File: src/rtl/mem_access_ctrl.sv
// MEM-stage load/store controller: turns byte/half/word requests into word-aligned
// accesses, with read-modify-write for sub-word stores and early error rejection.
module mem_access_ctrl #(
    parameter int MEM_BYTES = 1024
) (
    input  logic        Clk,
    input  logic        Rst,
    input  logic        Req,
    input  logic [2:0]  Op,
    input  logic [31:0] Addr,
    input  logic [31:0] StoreData,
    output logic        Ready,
    output logic        Done,
    output logic        AddrErr,
    output logic [31:0] LoadData,
    output logic        MemRead,
    output logic        MemWrite,
    output logic [31:0] MemAddr,
    output logic [31:0] MemWd,
    input  logic [31:0] MemRd
);

    typedef enum logic [1:0] {IDLE, RD, WR} state_t;
    typedef enum logic [2:0] {
        OP_LB = 3'b000, OP_LH = 3'b001, OP_LW = 3'b010, OP_LBU = 3'b011,
        OP_LHU = 3'b100, OP_SB = 3'b101, OP_SH = 3'b110, OP_SW = 3'b111
    } op_t;

    state_t      state_q, state_d;
    op_t         op_q, op_d;
    logic [1:0]  k_q, k_d;
    logic [15:0] sdata_q, sdata_d;
    logic [31:0] mem_addr_q, mem_addr_d;
    logic [31:0] mem_wd_q, mem_wd_d;
    logic [31:0] load_data_q, load_data_d;
    logic        done_q, done_d;
    logic        err_q, err_d;

    logic        addr_err;
    logic [7:0]  bsel;
    logic [15:0] hsel;
    logic [31:0] merged;

    always_comb begin
        addr_err = (Addr >= 32'(MEM_BYTES));
        unique case (op_t'(Op))
            OP_LW, OP_SW:         if (Addr[1:0] != 2'b00) addr_err = 1'b1;
            OP_LH, OP_LHU, OP_SH: if (Addr[0]) addr_err = 1'b1;
            default: ;
        endcase
    end

    // Lane selection and merge are driven by the latched offset, not the live request.
    always_comb begin
        bsel   = MemRd[{k_q, 3'b000} +: 8];
        hsel   = MemRd[{k_q[1], 4'b0000} +: 16];
        merged = MemRd;
        if (op_q == OP_SB) merged[{k_q, 3'b000} +: 8] = sdata_q[7:0];
        else               merged[{k_q[1], 4'b0000} +: 16] = sdata_q;
    end

    always_comb begin
        state_d     = state_q;
        op_d        = op_q;
        k_d         = k_q;
        sdata_d     = sdata_q;
        mem_addr_d  = mem_addr_q;
        mem_wd_d    = mem_wd_q;
        load_data_d = load_data_q;
        done_d      = 1'b0;
        err_d       = 1'b0;
        unique case (state_q)
            IDLE: begin
                if (Req) begin
                    if (addr_err) begin
                        done_d = 1'b1;
                        err_d  = 1'b1;
                    end else begin
                        op_d       = op_t'(Op);
                        k_d        = Addr[1:0];
                        sdata_d    = StoreData[15:0];
                        mem_addr_d = {Addr[31:2], 2'b00};
                        if (op_t'(Op) == OP_SW) begin
                            mem_wd_d = StoreData;
                            state_d  = WR;
                        end else begin
                            state_d = RD;
                        end
                    end
                end
            end
            RD: begin
                if (op_q == OP_SB || op_q == OP_SH) begin
                    mem_wd_d = merged;
                    state_d  = WR;
                end else begin
                    unique case (op_q)
                        OP_LB:   load_data_d = {{24{bsel[7]}}, bsel};
                        OP_LBU:  load_data_d = {24'h0, bsel};
                        OP_LH:   load_data_d = {{16{hsel[15]}}, hsel};
                        OP_LHU:  load_data_d = {16'h0, hsel};
                        default: load_data_d = MemRd;
                    endcase
                    done_d  = 1'b1;
                    state_d = IDLE;
                end
            end
            WR: begin
                done_d  = 1'b1;
                state_d = IDLE;
            end
            default: state_d = IDLE;
        endcase
    end

    always_ff @(posedge Clk) begin
        if (Rst) begin
            state_q     <= IDLE;
            op_q        <= OP_LB;
            k_q         <= 2'b00;
            sdata_q     <= 16'h0;
            mem_addr_q  <= 32'h0;
            mem_wd_q    <= 32'h0;
            load_data_q <= 32'h0;
            done_q      <= 1'b0;
            err_q       <= 1'b0;
        end else begin
            state_q     <= state_d;
            op_q        <= op_d;
            k_q         <= k_d;
            sdata_q     <= sdata_d;
            mem_addr_q  <= mem_addr_d;
            mem_wd_q    <= mem_wd_d;
            load_data_q <= load_data_d;
            done_q      <= done_d;
            err_q       <= err_d;
        end
    end

    assign Ready    = (state_q == IDLE);
    assign Done     = done_q;
    assign AddrErr  = err_q;
    assign LoadData = load_data_q;
    assign MemRead  = (state_q == RD);
    assign MemWrite = (state_q == WR);
    assign MemAddr  = mem_addr_q;
    assign MemWd    = mem_wd_q;

endmodule

File: config.mk
export PLATFORM = sky130hd
export DESIGN_NAME = mem_access_ctrl
export DESIGN_NICKNAME = d
export VERILOG_FILES = /design/src/rtl/mem_access_ctrl.sv
export SDC_FILE = /design/constraint.sdc
export NUM_CORES = 1
export LEC_CHECK = 0
export BUFFER_PORTS_ARGS = -buffer_cell sky130_fd_sc_hd__buf_2
export CAP_MARGIN = 20
export CORE_MARGIN = 2
export CORE_UTILIZATION = 55
export CTS_CLUSTER_SIZE = 24
export DETAILED_ROUTE_END_ITERATION = 16
export PLACE_DENSITY = 0.84
export SLEW_MARGIN = 15
export SYNTH_ARGS = -nofsm -noshare
export SYNTH_HDL_FRONTEND = slang
export SYNTH_SLANG_ARGS = --single-unit
export TNS_END_PERCENT = 30
File: constraint.sdc
create_clock -name Clk -period 5.89 [get_ports Clk]
set_clock_uncertainty 0.05 [all_clocks]
set_input_delay 0.589 -clock Clk [delete_from_list [all_inputs] [get_ports Clk]]
set_output_delay 0.589 -clock Clk [all_outputs]
set_load 0.02 [all_outputs]
==> results of run 1 <==
registers in the layout, indices dropped and copies added, names as in the netlist:
| register | cells |
|---|---|
| AddrErr | 1 |
| Done | 1 |
| LoadData | 32 |
| MemAddr | 30 |
| MemWd | 32 |
| k_q | 2 |
| op_q | 3 |
| sdata_q | 16 |
| state_q | 2 |
layout by cell type, fill, tap and decap left out, types with 9 or more instances in the layout:
| cell | instances |
|---|---|
| buf_2 | 200 |
| dfxtp_1 | 118 |
| nand2_1 | 75 |
| a21oi_1 | 69 |
| nor2_1 | 53 |
| mux2i_1 | 31 |
| and3_1 | 31 |
| nor3_1 | 28 |
| nor2b_1 | 25 |
| o21ai_0 | 23 |
| a221oi_1 | 19 |
| a221o_1 | 16 |
| a22oi_1 | 16 |
| clkbuf_16 | 16 |
| mux2_1 | 13 |
| a21oi_2 | 11 |
| nand2b_1 | 10 |
| o2111ai_1 | 10 |
| mux2_4 | 9 |
power by group:
part	leakage (nW)	internal, W	switching (W)
Sequential	0.959	0.000806	0.000000158
Combinational	2.22	0.0000432	0.0000678
Clock	0.265	0.000569	0.000411
Total	3.44	0.00142	0.000479
final cells by class:
| cell class | count | area (um2) |
|---|---|---|
| antenna | 1 | 2.50 |
| clock buffer | 18 | 418 |
| clock inverter | 14 | 139 |
| fill | 827 | 3200 |
| inverter | 10 | 37.5 |
| multi-input combinational | 508 | 3430 |
| sequential | 119 | 2380 |
| tap | 140 | 175 |
| timing repair buffer | 210 | 1100 |
stage by stage:
step,util,setup WS (ns)
2_1_floorplan,-,3.52
3_3_place_gp,0.651,2.54
3_5_place_dp,0.651,2.68
4_1_cts,0.702,2.75
5_1_grt,0.707,2.46
6_report,0.707,2.64
final timing paths:
path / startpoint / to / slack (ns) / depth (start not counted)
setup reg to reg: k_q[1]$_SDFFE_PP0P_ / MemWd[28]$_SDFFE_PP0P_ / 2.64 / 8
hold reg to reg: LoadData[2]$_SDFFE_PP0P_ / LoadData[2]$_SDFFE_PP0P_ / 0.40 / 2
setup / recovery: k_q[1]$_SDFFE_PP0P_ / MemWd[28]$_SDFFE_PP0P_ / 2.64 / 8
hold / removal: Addr[7] / MemAddr[7]$_SDFFE_PP0P_ / 0.25 / 3
per-layer routing:
layer	routed length (um)	share of wire	vias up
li1	-	-	2889
met4	840	0.043	0
met2	9050	0.46	437
met3	2280	0.12	78
met5	0	0	-
met1	7380	0.38	2948
critical path, delay by kind of cell, from the launching register on:
family	cells	cell delay (ns)
muxes	1	0.14
and+or+nand+nor	2	0.74
buffers and inverters	2	0.63
adders and majority gates	1	0.42
AOI/OAI and AO/OA	2	0.22
DFF	1	0.99
cells by family after synthesis:
| family | share of synthesized area |
|---|---|
| xor+xnor | 0.00571 |
| fa+ha+maj | 0.0102 |
| compound gates | 0.222 |
| buf+inv | 0.0548 |
| mux | 0.126 |
| flops | 0.388 |
| simple gates | 0.193 |
| other cells | 0.000611 |
==> results.json, run 1 <==
{
  "via_per_inst": 6.23,
  "synth_edf_count": 0,
  "cp_slowest_cell": "dfxtp_2",
  "totalNegativeSetupSlack_ns": 0,
  "insertion_delay_ns": 0.52,
  "use_met1": 0.425,
  "grt_start_max_net_pins": 60,
  "finalCritPeriodShare": 0.551,
  "io_buffers": 200,
  "fin_area_um2": 7690,
  "rsz0062_at_grt": "no",
  "drt_pass1_iterations": 6,
  "place_congestion": 0.994,
  "numClockSinks": 119,
  "ys_async_sr_fraction": 0,
  "grtUsageMet3": 0.0723,
  "max_slew.worst_pin.slew_ns": 0.995,
  "syn_area_um2": 6140,
  "cts_max_level": 4,
  "netlist_instances": 698,
  "worst_hold_slack_ns": 0.251,
  "grt_pass1_vias": 5990,
  "synth_common_cells": "dfxtp_1, nand2_1, a21oi_1",
  "drt_iter0_drc": 679,
  "core-area_um2": 10900,
  "vdd_drop_max_mv": 0.189,
  "num_vias": 6352,
  "hpwlAfterDp_um": 13700,
  "syn_area_per_cell_um2": 8.80,
  "placed_cell_area_um2": 7090,
  "synthTopCellsByArea": "dfxtp_1, a21oi_1, mux2i_1",
  "synth_warnings": 0,
  "die_w_um": 110,
  "fmax_ghz": 0.308,
  "worstPathCellList": "inv_2 -> ha_1 -> nor4bb_1 -> buf_2 -> a221o_1 -> a22oi_1 -> nor2_1 -> mux2_1",
  "cap_viol_max_count": 0,
  "ant_nets": 0,
  "cts_root_buffer": "clkbuf_8",
  "post_cts.repair.setup_buffers": 0,
  "critPathKind": "flip-flop to flip-flop",
  "start_kind": "flip-flop",
  "grt_antenna_before_repair": 1,
  "p_per_area_nw_per_um2": 247,
  "num_io_pins": 203,
  "grt_remaining_overflow": 0,
  "hold_viol_final": 0,
  "stdcell_count": 1020,
  "worstSetupEndpointType": "flip-flop",
  "power_w": 0.00190,
  "wire_per_inst_um": 19.2,
  "ys.flop_type": "dfxtp_1",
  "path_clk_slew_ns": 0.06,
  "cp_max_fo": 37,
  "grt_usage": 0.324,
  "cts_tree": "yes",
  "synth_top_area_share": 0.388,
  "drc": 0,
  "die-area_um2": 12000,
  "required_ns": 6.30,
  "cts_made_buffers": 17,
  "cts_max_path_buffers": 2,
  "crit_path_max_incr_delay_ns": 0.99,
  "ys_seq_elements": 119,
  "dp.cells": 985,
  "ys_seq_area_frac": 0.388,
  "drt_wl_total_um": 19600,
  "synth_cell_type_count": 55,
  "relSlewSlack": 0.337,
  "slew_violations": 0,
  "period_minus_slack_ns": 3.25,
  "nets": 973,
  "synth_most_common_cell": "dfxtp_1",
  "floorplan.rows": 38,
  "synth_top_cell_by_area": "dfxtp_1",
  "cts_hold_buf": 0,
  "hold_class": "input pin to flip-flop",
  "outcome": "finished, final reports clean",
  "chipHeight_um": 110,
  "cts_resized": 0,
  "drive_above_1_share": 0.319,
  "grt_pass1_wl_um": 29900,
  "finalSetupViolCount": 0,
  "start_util": 0.564,
  "cp.arrival_ns": 3.66,
  "grt.busiest_layer": "met2",
  "area_growth_pct": 25.3,
  "grt_use_met2": 0.507,
  "p_leak_nw": 3.44
}
No activity file was read; power rests on OpenSTA's default activity.
==> inputs of run 2 (changes only) <==
--- a/config.mk
+++ b/config.mk
@@ -5,13 +5,14 @@
 export SDC_FILE = /design/constraint.sdc
 export NUM_CORES = 1
 export LEC_CHECK = 0
+export ABC_AREA = 1
 export BUFFER_PORTS_ARGS = -buffer_cell sky130_fd_sc_hd__buf_2
 export CAP_MARGIN = 20
 export CORE_MARGIN = 2
-export CORE_UTILIZATION = 55
+export CORE_UTILIZATION = 53
 export CTS_CLUSTER_SIZE = 24
 export DETAILED_ROUTE_END_ITERATION = 16
-export PLACE_DENSITY = 0.84
+export PLACE_DENSITY = 0.79
 export SLEW_MARGIN = 15
 export SYNTH_ARGS = -nofsm -noshare
 export SYNTH_HDL_FRONTEND = slang
==> constraint.sdc (replaced) <==
create_clock -name Clk -period 3 [get_ports Clk]
set_clock_uncertainty 0.05 [all_clocks]
set_input_delay 0.3 -clock Clk [delete_from_list [all_inputs] [get_ports Clk]]
set_output_delay 0.3 -clock Clk [all_outputs]
set_load 0.02 [all_outputs]
==> run 2 against run 1 <==
  * Critical endpoint is now MemWd[5]$_SDFFE_PP0P_
  * Die area up 21%
  * Sequential power up 96%
  * Hold slack worse by 0.20 ns
  * Register-to-register slack worse by 1.8 ns
  * Via count up 26%
  * Global-route usage down 1.7 points
  * Fmax up 47%
  * Cell count up 49%
  * Routed wire length up 16%
  * Setup slack worse by 1.8 ns
==> results.json, run 2 <==
{
  "internal_power_w": 0.00312,
  "synth_most_common_cell": "nand2_1",
  "relSlewSlack": 0.457,
  "p_comb_frac": 0.059,
  "vdd_drop_max_mv": 0.419,
  "netlist_instances": 1173,
  "yosys.area_share.adder": 0.00871,
  "synthTopCellsByArea": "dfxtp_1, nand2_1, nor2_1",
  "outcome": "finished, final reports clean",
  "p_leak_nw": 4.62,
  "num_io_pins": 203,
  "slew_violations": 0,
  "place_congestion": 0.985,
  "cp_slowest_cell": "nor2_1",
  "drive_above_1_share": 0.206,
  "die-area_um2": 14500,
  "grt_pass1_wl_um": 35500,
  "hpwlAfterDp_um": 15700,
  "synth_top_cell_by_area": "dfxtp_1",
  "start_kind": "flip-flop",
  "cap_viol_max_count": 0,
  "grt_remaining_overflow": 0,
  "cpLargestDelayFamily": "simple AND/OR/NAND/NOR gates",
  "area_growth_pct": 22.0,
  "fillCellCount": 1293,
  "hold_class": "input pin to flip-flop",
  "power.share.clock": 0.548,
  "num_vias": 8033,
  "hold_viol_final": 0,
  "ys_seq_area_frac": 0.332,
  "grt_pass1_vias": 7102,
  "post_cts.repair.setup_buffers": 0,
  "core-area_um2": 13200,
  "cp.arrival_ns": 2.50,
  "ant_nets": 0,
  "floorplan.rows": 42,
  "p_sw_w": 0.000910,
  "synth_top_area_share": 0.332,
  "cts_root_buffer": "clkbuf_16",
  "ys.flop_type": "dfxtp_1",
  "grt_antenna_before_repair": 0,
  "synth_top_family_by_area": "simple AND/OR/NAND/NOR gates",
  "syn_area_um2": 7180,
  "syn_area_per_cell_um2": 6.12,
  "grt_start_max_net_pins": 81,
  "nets": 1436,
  "final_common_cell": "nand2_1",
  "synth-simple-area-share": 0.353,
  "drt_iter0_drc": 891,
  "io_buffers": 200,
  "p_per_area_nw_per_um2": 460,
  "finalCritPeriodShare": 0.734,
  "crit_path_max_incr_delay_ns": 0.50,
  "synth_edf_count": 0,
  "cp_max_fo": 13,
  "synth_common_cells": "nand2_1, nor2_1, dfxtp_1",
  "ys_async_sr_fraction": 0,
  "drc": 0,
  "synth_warnings": 0,
  "setup_slack_ns": 0.797,
  "synth_compound_area_frac": 0.184,
  "synth_mux_area_frac": 0.00139,
  "fmax_ghz": 0.454,
  "chipHeight_um": 120,
  "synth-xor-area-share": 0,
  "grt_usage": 0.307,
  "most-common-layout-cells": "nand2_1, buf_2, nor2_1, dfxtp_1, inv_1",
  "max_slew.worst_pin.slew_ns": 0.814,
  "cts_hold_buf": 0,
  "cts_tree": "yes",
  "rsz0062_at_grt": "no",
  "path_clk_slew_ns": 0.06,
  "power_w": 0.00403,
  "cts_made_buffers": 17,
  "required_ns": 3.30,
  "ys_seq_elements": 119,
  "critPathKind": "flip-flop to flip-flop",
  "cts_resized": 0,
  "drt_wl_total_um": 22700,
  "numClockSinks": 119,
  "antenna_cells": 0,
  "drt_pass1_iterations": 6,
  "worstPathCellList": "inv_2 -> ha_1 -> nor2_1 -> nand3_1 -> o21ai_0 -> nand3_1 -> nand2_1 -> a21oi_1 -> nor2_1",
  "totalNegativeSetupSlack_ns": 0,
  "crit_buf_inv": 1,
  "switching_share": 0.226,
  "finalSetupViolCount": 0,
  "seq_power_share": 0.393,
  "period_minus_slack_ns": 2.20,
  "synth_cell_type_count": 32,
  "die_w_um": 120,
  "start_util": 0.542,
  "cts_max_level": 4,
  "dp_slack_ns": 0.850,
  "worstSetupEndpointType": "flip-flop",
  "wire_per_inst_um": 14.9,
  "via_per_inst": 5.29,
  "insertion_delay_ns": 0.43,
  "cts_max_path_buffers": 2
}
[run 2: cell types whose count changed after synthesis, moves of 19 or more]
cell	previous run	this run
nand2_1	75	349
o21bai_1	1	24
nor2b_1	25	0
nor2_1	53	150
nor3_1	28	1
a221oi_1	19	0
nand3_1	4	91
inv_1	8	116
o211ai_1	8	32
mux2i_1	31	1
o21ai_0	24	79
buf_2	11	33
and3_1	31	0
[run 2: path summary, 6_finish.rpt]
kind / start / slack, ns / end / depth (start not counted)
worst max-delay path: k_q[0]$_SDFFE_PP0P_ / 0.80 / MemWd[5]$_SDFFE_PP0P_ / 9
worst min-delay path: Addr[9] / 0.05 / MemAddr[9]$_SDFFE_PP0P_ / 3
worst max register to register: k_q[0]$_SDFFE_PP0P_ / 0.80 / MemWd[5]$_SDFFE_PP0P_ / 9
worst min register to register: MemAddr[19]$_SDFFE_PP0P_ / 0.39 / MemAddr[19]$_SDFFE_PP0P_ / 2
[run 2: power by group through the flow]
stage / clock network [W] / registers [W] / logic (W)
3_5_place_dp: 0 / 0.00162 / 0.000234
6_report: 0.00221 / 0.00158 / 0.000240
4_1_cts: 0.00222 / 0.00158 / 0.000236
3_3_place_gp: 0 / 0.00162 / 0.000234
2_1_floorplan: 0 / 0.00162 / 0.000104
5_1_grt: 0.00229 / 0.00158 / 0.000260
[run 2: area by class of cell]
type	instances	area [um2]	area share
inverters	125	469	0.0535
clock inverters	12	174	0.0198
multi-input cells	853	3950	0.451
flip-flops and latches	119	2380	0.272
repair buffers	213	1100	0.125
clock buffers	20	467	0.0532
well taps	176	220	0.0251
[run 2: tightest hold or removal path, delay by kind of cell]
kind | cells | cell delay [ns]
and+or+nand+nor | 2 | 0.11
buffers and inverters | 1 | 0.07
[run 2: logic make-up after synthesis]
family,after synthesis
simple gates,614
flops,119
fa+ha+maj,5
other cells,1
mux,1
buf+inv,202
compound gates,231
[run 2: routing by layer]
metal | global-route usage | vias up | part of all wire
li1 | - | 4034 | -
met1 | 0.401 | 3545 | 0.43
met2 | 0.480 | 405 | 0.45
met3 | 0.0802 | 49 | 0.096
met4 | 0.130 | 0 | 0.032
met5 | 0 | - | 0
[run 2: per-stage QoR]
stage	instance area, um2	instances	hold WS, ns	utilization
finish	8770	1518	0.0480	0.662
global route	8770	1518	0.0554	0.662
CTS	8770	1518	0.0455	0.662
global placement	8130	1486	0.372	0.614
detailed placement	8130	1486	0.375	0.614
floorplan	7190	1174	0.371	-
